File: config.mk
export PLATFORM = sky130hd
export DESIGN_NAME = biquad_seq
export DESIGN_NICKNAME = d
export VERILOG_FILES = /design/src/rtl/biquad_seq.sv
export SDC_FILE = /design/constraint.sdc
export NUM_CORES = 2
export LEC_CHECK = 0
export ABC_AREA = 1
export BUFFER_PORTS_ARGS = -buffer_cell sky130_fd_sc_hd__buf_2
export CAP_MARGIN = 5
export CORE_ASPECT_RATIO = 0.9
export CORE_UTILIZATION = 45
export DETAILED_ROUTE_END_ITERATION = 6
export HOLD_SLACK_MARGIN = 0.02
export SLEW_MARGIN = 10
export SYNTH_ARGS = -nofsm -noshare
export SYNTH_HDL_FRONTEND = slang
export SYNTH_SLANG_ARGS = --single-unit
File: constraint.sdc
create_clock -name clk -period 22.3 [get_ports clk]
set_input_delay 4.46 -clock clk [delete_from_list [all_inputs] [get_ports clk]]
set_output_delay 4.46 -clock clk [all_outputs]
set_load 0.01 [all_outputs]
File: src/rtl/biquad_seq.sv
// biquad_seq: direct-form-II-transposed biquad.
//   y   = sat((b0*x)>>>FRAC + s1)
//   s1' = sat(((b1*x - a1*y)>>>FRAC) + s2)
//   s2' = sat((b2*x - a2*y)>>>FRAC)
// A single WIDTHxWIDTH signed multiplier is shared across the five products
// in sequence (P_B0, P_B1, P_A1, P_B2, P_A2). The result is then held in
// HOLD until the consumer accepts it.
//
// Ports:
//   clk, rst_n           clock, asynchronous active-low reset
//   in_valid/in_ready    sample handshake; in_data = x[n]
//   out_valid/out_ready  result handshake; out_data = y[n], held until next HOLD
//   cfg_we/addr/wdata    coefficient shadow write (0=b0 1=b1 2=b2 3=a1 4=a2)
//   state_clr            zero s1/s2 (honoured only in IDLE)
//   busy                 FSM is not IDLE
module biquad_seq #(
  parameter int WIDTH = 32,
  parameter int FRAC  = 14
) (
  input  logic             clk,
  input  logic             rst_n,
  input  logic             in_valid,
  output logic             in_ready,
  input  logic [WIDTH-1:0] in_data,
  output logic             out_valid,
  input  logic             out_ready,
  output logic [WIDTH-1:0] out_data,
  input  logic             cfg_we,
  input  logic [2:0]       cfg_addr,
  input  logic [WIDTH-1:0] cfg_wdata,
  input  logic             state_clr,
  output logic             busy
);

  localparam int PW = 2 * WIDTH;
  localparam int AW = 2 * WIDTH + 2;

  localparam logic signed [AW-1:0] SAT_MAX = {{(AW-WIDTH+1){1'b0}}, {(WIDTH-1){1'b1}}};
  localparam logic signed [AW-1:0] SAT_MIN = {{(AW-WIDTH+1){1'b1}}, {(WIDTH-1){1'b0}}};

  typedef enum logic [2:0] {
    IDLE,
    P_B0,
    P_B1,
    P_A1,
    P_B2,
    P_A2,
    HOLD
  } state_t;

  state_t state, nxt;

  logic signed [WIDTH-1:0] shadow [5];
  logic signed [WIDTH-1:0] coef   [5];
  logic signed [WIDTH-1:0] x_q, y_q, s1, s2, out_q;
  logic signed [AW-1:0]    acc1, acc2;
  logic signed [WIDTH-1:0] mul_a, mul_b;
  logic signed [PW-1:0]    prod;
  logic signed [AW-1:0]    prod_x;
  logic signed [WIDTH-1:0] y_new, s1_new, s2_new;
  logic                    accept;

  function automatic logic signed [WIDTH-1:0] sat(input logic signed [AW-1:0] v);
    if (v > SAT_MAX)
      sat = {1'b0, {(WIDTH-1){1'b1}}};
    else if (v < SAT_MIN)
      sat = {1'b1, {(WIDTH-1){1'b0}}};
    else
      sat = v[WIDTH-1:0];
  endfunction

  assign accept    = in_valid && (state == IDLE);
  assign in_ready  = (state == IDLE);
  assign out_valid = (state == HOLD);
  assign busy      = (state != IDLE);
  assign out_data  = out_q;

  // FSM state register
  always_ff @(posedge clk or negedge rst_n) begin
    if (!rst_n)
      state <= IDLE;
    else
      state <= nxt;
  end

  // FSM next state
  always_comb begin
    nxt = state;
    case (state)
      IDLE:    if (accept) nxt = P_B0;
      P_B0:    nxt = P_B1;
      P_B1:    nxt = P_A1;
      P_A1:    nxt = P_B2;
      P_B2:    nxt = P_A2;
      P_A2:    nxt = HOLD;
      HOLD:    if (out_ready) nxt = IDLE;
      default: nxt = IDLE;
    endcase
  end

  // Shared multiplier operand selection
  always_comb begin
    mul_a = coef[0];
    mul_b = x_q;
    case (state)
      P_B1:    mul_a = coef[1];
      P_A1:    begin mul_a = coef[3]; mul_b = y_q; end
      P_B2:    mul_a = coef[2];
      P_A2:    begin mul_a = coef[4]; mul_b = y_q; end
      default: ;
    endcase
  end

  assign prod   = PW'(mul_a) * PW'(mul_b);
  assign prod_x = AW'(prod);

  assign y_new  = sat((prod_x >>> FRAC) + AW'(s1));
  assign s1_new = sat((acc1 >>> FRAC) + AW'(s2));
  assign s2_new = sat((acc2 - prod_x) >>> FRAC);

  always_ff @(posedge clk or negedge rst_n) begin
    if (!rst_n) begin
      for (int unsigned i = 0; i < 5; i++) begin
        shadow[i] <= '0;
        coef[i]   <= '0;
      end
      x_q   <= '0;
      y_q   <= '0;
      s1    <= '0;
      s2    <= '0;
      out_q <= '0;
      acc1  <= '0;
      acc2  <= '0;
    end else begin
      for (int unsigned i = 0; i < 5; i++) begin
        if (cfg_we && cfg_addr == 3'(i))
          shadow[i] <= cfg_wdata;
      end

      // Active bank loads on accept; a write in the same cycle bypasses the
      // shadow so the sample being accepted already sees it.
      if (accept) begin
        x_q <= in_data;
        for (int unsigned i = 0; i < 5; i++) begin
          if (cfg_we && cfg_addr == 3'(i))
            coef[i] <= cfg_wdata;
          else
            coef[i] <= shadow[i];
        end
      end

      if (state == IDLE && state_clr) begin
        s1 <= '0;
        s2 <= '0;
      end

      case (state)
        P_B0: y_q  <= y_new;
        P_B1: acc1 <= prod_x;
        P_A1: acc1 <= acc1 - prod_x;
        P_B2: acc2 <= prod_x;
        P_A2: begin
          s1    <= s1_new;
          s2    <= s2_new;
          out_q <= y_q;
        end
        default: ;
      endcase
    end
  end

endmodule

# --- Word level (Yosys, flattened, before mapping) ---
# Cells that the tools add are included.
totals:
  regBits: 613
  out_inout_bits: 35
  elab_cells: 75
op_classes:
  add_sub_neg: 4
  n_mul: 1
  n_lt_le_gt_ge: 6
  n_eq_ne: 12
  mux: 20
  reduce_logical: 14
op_table:
  columns: ["op", "count"]
  rows:
  - ["$mux W32", 15]
  - ["$pmux W66 S2", 1]
  - ["$pmux W32 S4", 1]
  - ["$gt A51 B32 Y1 const B", 2]
  - ["$lt A51 B32 Y1 const B", 2]
  - ["$sub A66 B64 Y66", 1]
  - ["$sub A64 B64 Y65", 1]
  - ["$mul A32 B32 Y64", 1]
  - ["$add A52 B32 Y53", 1]
  - ["$gt A53 B32 Y1 const B", 1]
  - ["$lt A53 B32 Y1 const B", 1]
  - ["$add A50 B32 Y51", 1]
  - ["$pmux W3 S7", 1]
  - ["$eq A3 B2 Y1 const B", 4]
  - ["$eq A3 B3 Y1 const B", 4]
  - ["$logic_and A1 B1 Y1", 7]
  - ["$eq A3 B1 Y1 const B", 2]
  - ["$logic_not A3 Y1", 2]
  - ["$mux W3", 2]
  - ["$ne A2 B1 Y1 const B", 2]
  - ["$reduce_bool A2 Y1", 2]
  - ["$reduce_bool A3 Y1", 1]
  - ["$reduce_and A2 Y1", 1]
  - ["$reduce_or A2 Y1", 1]

# --- Logic depth before layout (Yosys ltp) ---
logic_depth:
  word_depth: 9
  depth_mapped: 66
  mapped_depth_nobuf: 62

# --- Worst setup path before layout ---
# No wires, ideal clock.
synth_path:
  path_kind: "reg2reg"
  start: "reg state[1]"
  end: "reg y_q[11]"
  t_arrival_ns: 11.062
  required_time_ns: 22.234
  setup_slack_ns: 11.172
  path_stages_with_launch: 61
  path_buffers: 5
  synth_period_minus_slack_ns: 11.128
  path_cell_list: "dfrtp_1 inv_1 ha_1 clkbuf_1 inv_1 clkbuf_1 o21ai_0 a221oi_1 o21ai_0 o21ai_0 clkbuf_1 clkbuf_1 nor2_1 fa_1 inv_1 fa_1 inv_1 fa_1 [25 not listed] nor2_1 inv_1 nor2_1 inv_1 nor4_1 nand3_1 nand4_1 nand2_1 nor2_1 nand2_1 nor2_1 nand3_2 nand2_4 buf_6 nand2_1 nand2_1 nand2_1 nand2_1"
synth_via:
  elab_chain_len: 8
  word_cells_on_any_way: 14
  classes_between: "1 x add/sub; 1 x mul; 2 x order compare; 5 x eq/ne; 4 x mux; 1 x reduce/logical"
synth_rtl:
  columns: ["element", "line_no", "text"]
  rows:
  - ["start, declared", "51", "state_t state, nxt;"]
  - ["start signal, assigned", "83", "state <= nxt;"]
  - ["$eq A3 B3 Y1 or $eq A3 B2 Y1 (tied branches)", "105", "case (state)"]
  - ["$reduce_or A2 Y1 (no line)", null, null]
  - ["$mux W32", "105", null]
  - ["$mul A32 B32 Y64 *", "114", "assign prod = PW'(mul_a) * PW'(mul_b);"]
  - ["named net prod[54]", "58", "logic signed [PW-1:0] prod;"]
  - ["$add A50 B32 Y51 *", "117", "assign y_new = sat((prod_x >>> FRAC) + AW'(s1));"]
  - ["$lt A51 B32 Y1", "66", "else if (v < SAT_MIN)"]
  - ["$mux W32", "66", null]
  - ["$mux W32 *", "64", "if (v > SAT_MAX)"]
  - ["end signal, assigned", "158", "P_B0: y_q <= y_new;"]
  - ["end, declared", "55", "logic signed [WIDTH-1:0] x_q, y_q, s1, s2, out_q;"]
# Mark *: on every way through the listed nets, which the timed path passes. The rest lies on a longest branch.
# A chain may end at the register's enable or synchronous reset.

# --- Worst setup path in the final report ---
layout_path:
  start: "reg state[1]"
  end: "reg y_q[19]"
layout_via:
  elab_chain_len: 8
  word_cells_on_any_way: 14
  classes_between: "1 x add/sub; 1 x mul; 2 x order compare; 5 x eq/ne; 4 x mux; 1 x reduce/logical"
layout_rtl:
  columns: ["element", "line_no"]
  rows:
  - ["$eq A3 B3 Y1 or $eq A3 B2 Y1 (tied branches)", "105"]
  - ["$reduce_or A2 Y1 (no line)", null]
  - ["$mux W32", "105"]
  - ["$mul A32 B32 Y64", "114"]
  - ["$add A50 B32 Y51", "117"]
  - ["$lt A51 B32 Y1", "66"]
  - ["$mux W32", "66"]
  - ["$mux W32", "64"]
# Parallel ways exist; a longest one is shown, timed or not.

==> results.sh <==
export IMPL_worst_slew_pin_slew_ns=1.316
export IMPL_timing_final_crit_period_ns=16.10
export IMPL_num_io_pins=108
export IMPL_slowest_stage="clkinv_1"
export IMPL_vias=69010
export IMPL_cts_resized=0
export IMPL_synth_common_cells="nand2_1 (2885), inv_1 (1906), nor2_1 (1098), fa_1 (1085), dfrtp_1 (613)"
export IMPL_synth_enable_flop_cells=0
export IMPL_synth_async_reset_ratio_pct=100.0
export IMPL_clock_sinks=613
export IMPL_dieWidth_um=439.3
export IMPL_cts_buffers=73
export IMPL_grt_pass1_wl_um=441500
export IMPL_hold_violations=0
export IMPL_dp_cells=12540
export IMPL_syn_nets=11910
export IMPL_synth_adder_area_share_pct=34.18
export IMPL_avgSynthCellArea_sq_um=7.466
export IMPL_grt_max_degree=171
export IMPL_endpoint_kind="flop"
export IMPL_yosys_warnings=0
export IMPL_die_area_sq_mm=0.1738
export IMPL_die_y_um=395.6
export IMPL_required_ns=22.84
export IMPL_rrSetupSlack_ns=6.20
export IMPL_drtIter0Drc=6565
export IMPL_core_area_sq_mm=0.1710
export IMPL_ys_seq_area_share_pct=19.80
export IMPL_wire_per_inst_um=22.86
export IMPL_area_growth_pct=7.347
export IMPL_max_stage_delay_ns=1.21
export IMPL_post_cts_buffers=0
export IMPL_dr_pass1_iters=6
export IMPL_clk_latency_ns=0.71
export IMPL_holdPathStages=2
export IMPL_num_rows=144
export IMPL_hp_start="out_data[27]$_DFFE_PN0N_"
export IMPL_dp_hpwl_um=238500
export IMPL_finalCritPeriodShare_pct=72.19
export IMPL_ys_types=59
export IMPL_synthCells=10380
export IMPL_rsz0062_at_grt="no"
export IMPL_post_route_util_pct=48.63
export IMPL_overflow=0
export IMPL_synth_top_family_by_area="adder cells"
export IMPL_status="finished, final reports clean"
export IMPL_regToRegEndpoint="y_q[19]$_DFFE_PN0P_"
export IMPL_worstSetupStartpointType="flop"
export IMPL_gp_congestion=1.043
export IMPL_drcViolationCount=0
export IMPL_synth_compound_area_share_pct=9.148
export IMPL_synth_cell_area_sq_mm=0.07746
export IMPL_clk_path_buf_depth=3
export IMPL_holdPathEnd="out_data[27]$_DFFE_PN0N_"
export IMPL_synth_xor_area_share_pct=2.239
export IMPL_clkTransAtPathRegs_ns=0.06
export IMPL_fmax_ghz=0.06212
export IMPL_instances_no_fill=12680
export IMPL_synth_top_area_share_pct=28.04
export IMPL_synth_area_top_cells="fa_1 (28%), dfrtp_1 (20%), nand2_1 (14%)"
export IMPL_port_buffers=107
export IMPL_cp_max_fo=64
export IMPL_yosys_area_share_simple_pct=23.39
export IMPL_cap_violations=0
export IMPL_yosys_area_top_type="fa_1"
export IMPL_slew_headroom_pct=11.66
export IMPL_worstSetupPathType="reg -> reg"
export IMPL_grt_total_usage_pct=33.84
export IMPL_grt_antenna_before_repair=12
export IMPL_setup_tns_ns=0
export IMPL_hp_class="reg -> reg"
export IMPL_holdBufCountCts=0
export IMPL_synthMuxAreaShare_pct=0
export IMPL_root_buffer="clkbuf_16"
export IMPL_drt_vias_per_instance=5.444
export IMPL_synth_ff_type="dfrtp_1"
export IMPL_rr_startpoint="state[1]$_DFFE_PN0P_"
export IMPL_worstPathArrival_ns=16.63
export IMPL_initial_core_util_pct=45.30
export IMPL_drive_gt1_share_pct=5.360
export IMPL_nNetsFinal=11890
export IMPL_setup_violations=0
export IMPL_skew_ns=0.06714
export IMPL_grt_pass1_vias=69940
export IMPL_ant_nets=0
export IMPL_routed_wl_um=289800
export IMPL_rr_worst_depth=50
export IMPL_ys_ff_latch=613
export IMPL_cts_tree="built"
export IMPL_ctsHtreeMaxLevel=3
export IMPL_synth_most_common_cell="nand2_1"
export IMPL_slew_violations=0
[sequential cells by signal, indices dropped and copies added, names as in the netlist]
| register | cells |
|---|---|
| acc2 | 64 |
| s2 | 32 |
| shadow | 160 |
| coef | 160 |
| x_q | 32 |
| state | 3 |
| out_data | 32 |
| y_q | 32 |
| acc1 | 66 |
| s1 | 32 |
[per-stage QoR]
| stage | hold WS [ns] | setup WS, ns | cell area [sq um] |
|---|---|---|---|
| after global routing | 0.4968 | 5.499 | 83140 |
| after CTS | 0.4808 | 6.299 | 83140 |
| after floorplan | 0.4436 | 11.17 | 77460 |
| after detailed placement | 0.4601 | 6.370 | 80710 |
| after global placement | 0.4621 | 6.181 | 80710 |
| final | 0.4772 | 6.201 | 83150 |
[cell families after synthesis]
logic type,count (synthesis)
DFF,613
buffers and inverters,2292
adders and majority gates,1465
and+or+nand+nor,4525
xor gates and xnor gates,198
AOI/OAI and AO/OA,1282
[cell type report]
type                       instances  area [sq um]
fill                           17250         87840
multi-input combinational       7470         53650
sequential                       613         15340
inverter                        1960          7366
tap                             2263          2831
clock buffer                      99          2024
timing repair buffer             236          1526
clock inverter                    32         399.1
antenna                            3         7.507
[cells in the final DEF, fill, tap and decap left out, types with 20 or more instances in the layout]
| master | netlist | routed |
|---|---|---|
| clkinv_1 | 26 | 25 |
| nor2_2 | 33 | 33 |
| o21bai_1 | 30 | 30 |
| o21ai_1 | 53 | 33 |
| o211ai_1 | 28 | 28 |
| buf_2 | 9 | 106 |
| buf_4 | 4 | 128 |
| nand2_1 | 2885 | 2881 |
| xnor2_1 | 83 | 83 |
| nand3_1 | 266 | 262 |
| a21oi_1 | 383 | 382 |
| nor4_1 | 22 | 22 |
| o21a_1 | 23 | 23 |
| nand4_1 | 66 | 66 |
| a31oi_1 | 86 | 86 |
| nand3b_1 | 20 | 20 |
| nor2_1 | 1098 | 1098 |
| nand2_2 | 25 | 27 |
| o21ai_0 | 559 | 536 |
| clkbuf_16 | 0 | 73 |
| dfrtp_1 | 613 | 613 |
| ha_1 | 380 | 379 |
| or2_2 | 20 | 20 |
| fa_1 | 1085 | 1085 |
| inv_1 | 1906 | 1903 |
| nor3_1 | 39 | 39 |
| inv_2 | 28 | 30 |
| xor2_1 | 115 | 115 |
| nand3_2 | 20 | 22 |
| o21ai_2 | 2 | 45 |
[critical path: cells and delay by family, from the launching register on]
kind	cells	cell delay (ns)
AO/OA/AOI/OAI	1	0.59
adder cells (fa/ha/maj)	10	5.42
buffers and inverters	14	3.50
flip-flops	1	0.51
AND/OR/NAND/NOR	25	5.79
[metal layers]
metal,wire (um),up-vias,GRT usage (%),part of all wire [%]
met2,125900,2787,51.23,43
met5,13,-,0,0.0045
li1,-,31530,-,-
met4,13470,2,13.22,4.6
met3,22280,527,4.436,7.7
met1,128100,34160,49.05,44
[worst max-delay path by stage]
stage,to,slack [ns],from,cells past startpoint
2_1_floorplan,y_q[11]$_DFFE_PN0P_,11.17,state[1]$_DFFE_PN0P_,60
3_3_place_gp,y_q[13]$_DFFE_PN0P_,6.18,state[1]$_DFFE_PN0P_,49
3_5_place_dp,y_q[25]$_DFFE_PN0P_,6.37,state[1]$_DFFE_PN0P_,50
4_1_cts,y_q[25]$_DFFE_PN0P_,6.30,state[1]$_DFFE_PN0P_,50
5_1_grt,y_q[1]$_DFFE_PN0P_,5.50,state[1]$_DFFE_PN0P_,50
6_report,y_q[19]$_DFFE_PN0P_,6.20,state[1]$_DFFE_PN0P_,50
Power is not shown: default switching activity piles up to over one toggle a cycle in this logic, so the estimate is an artifact.
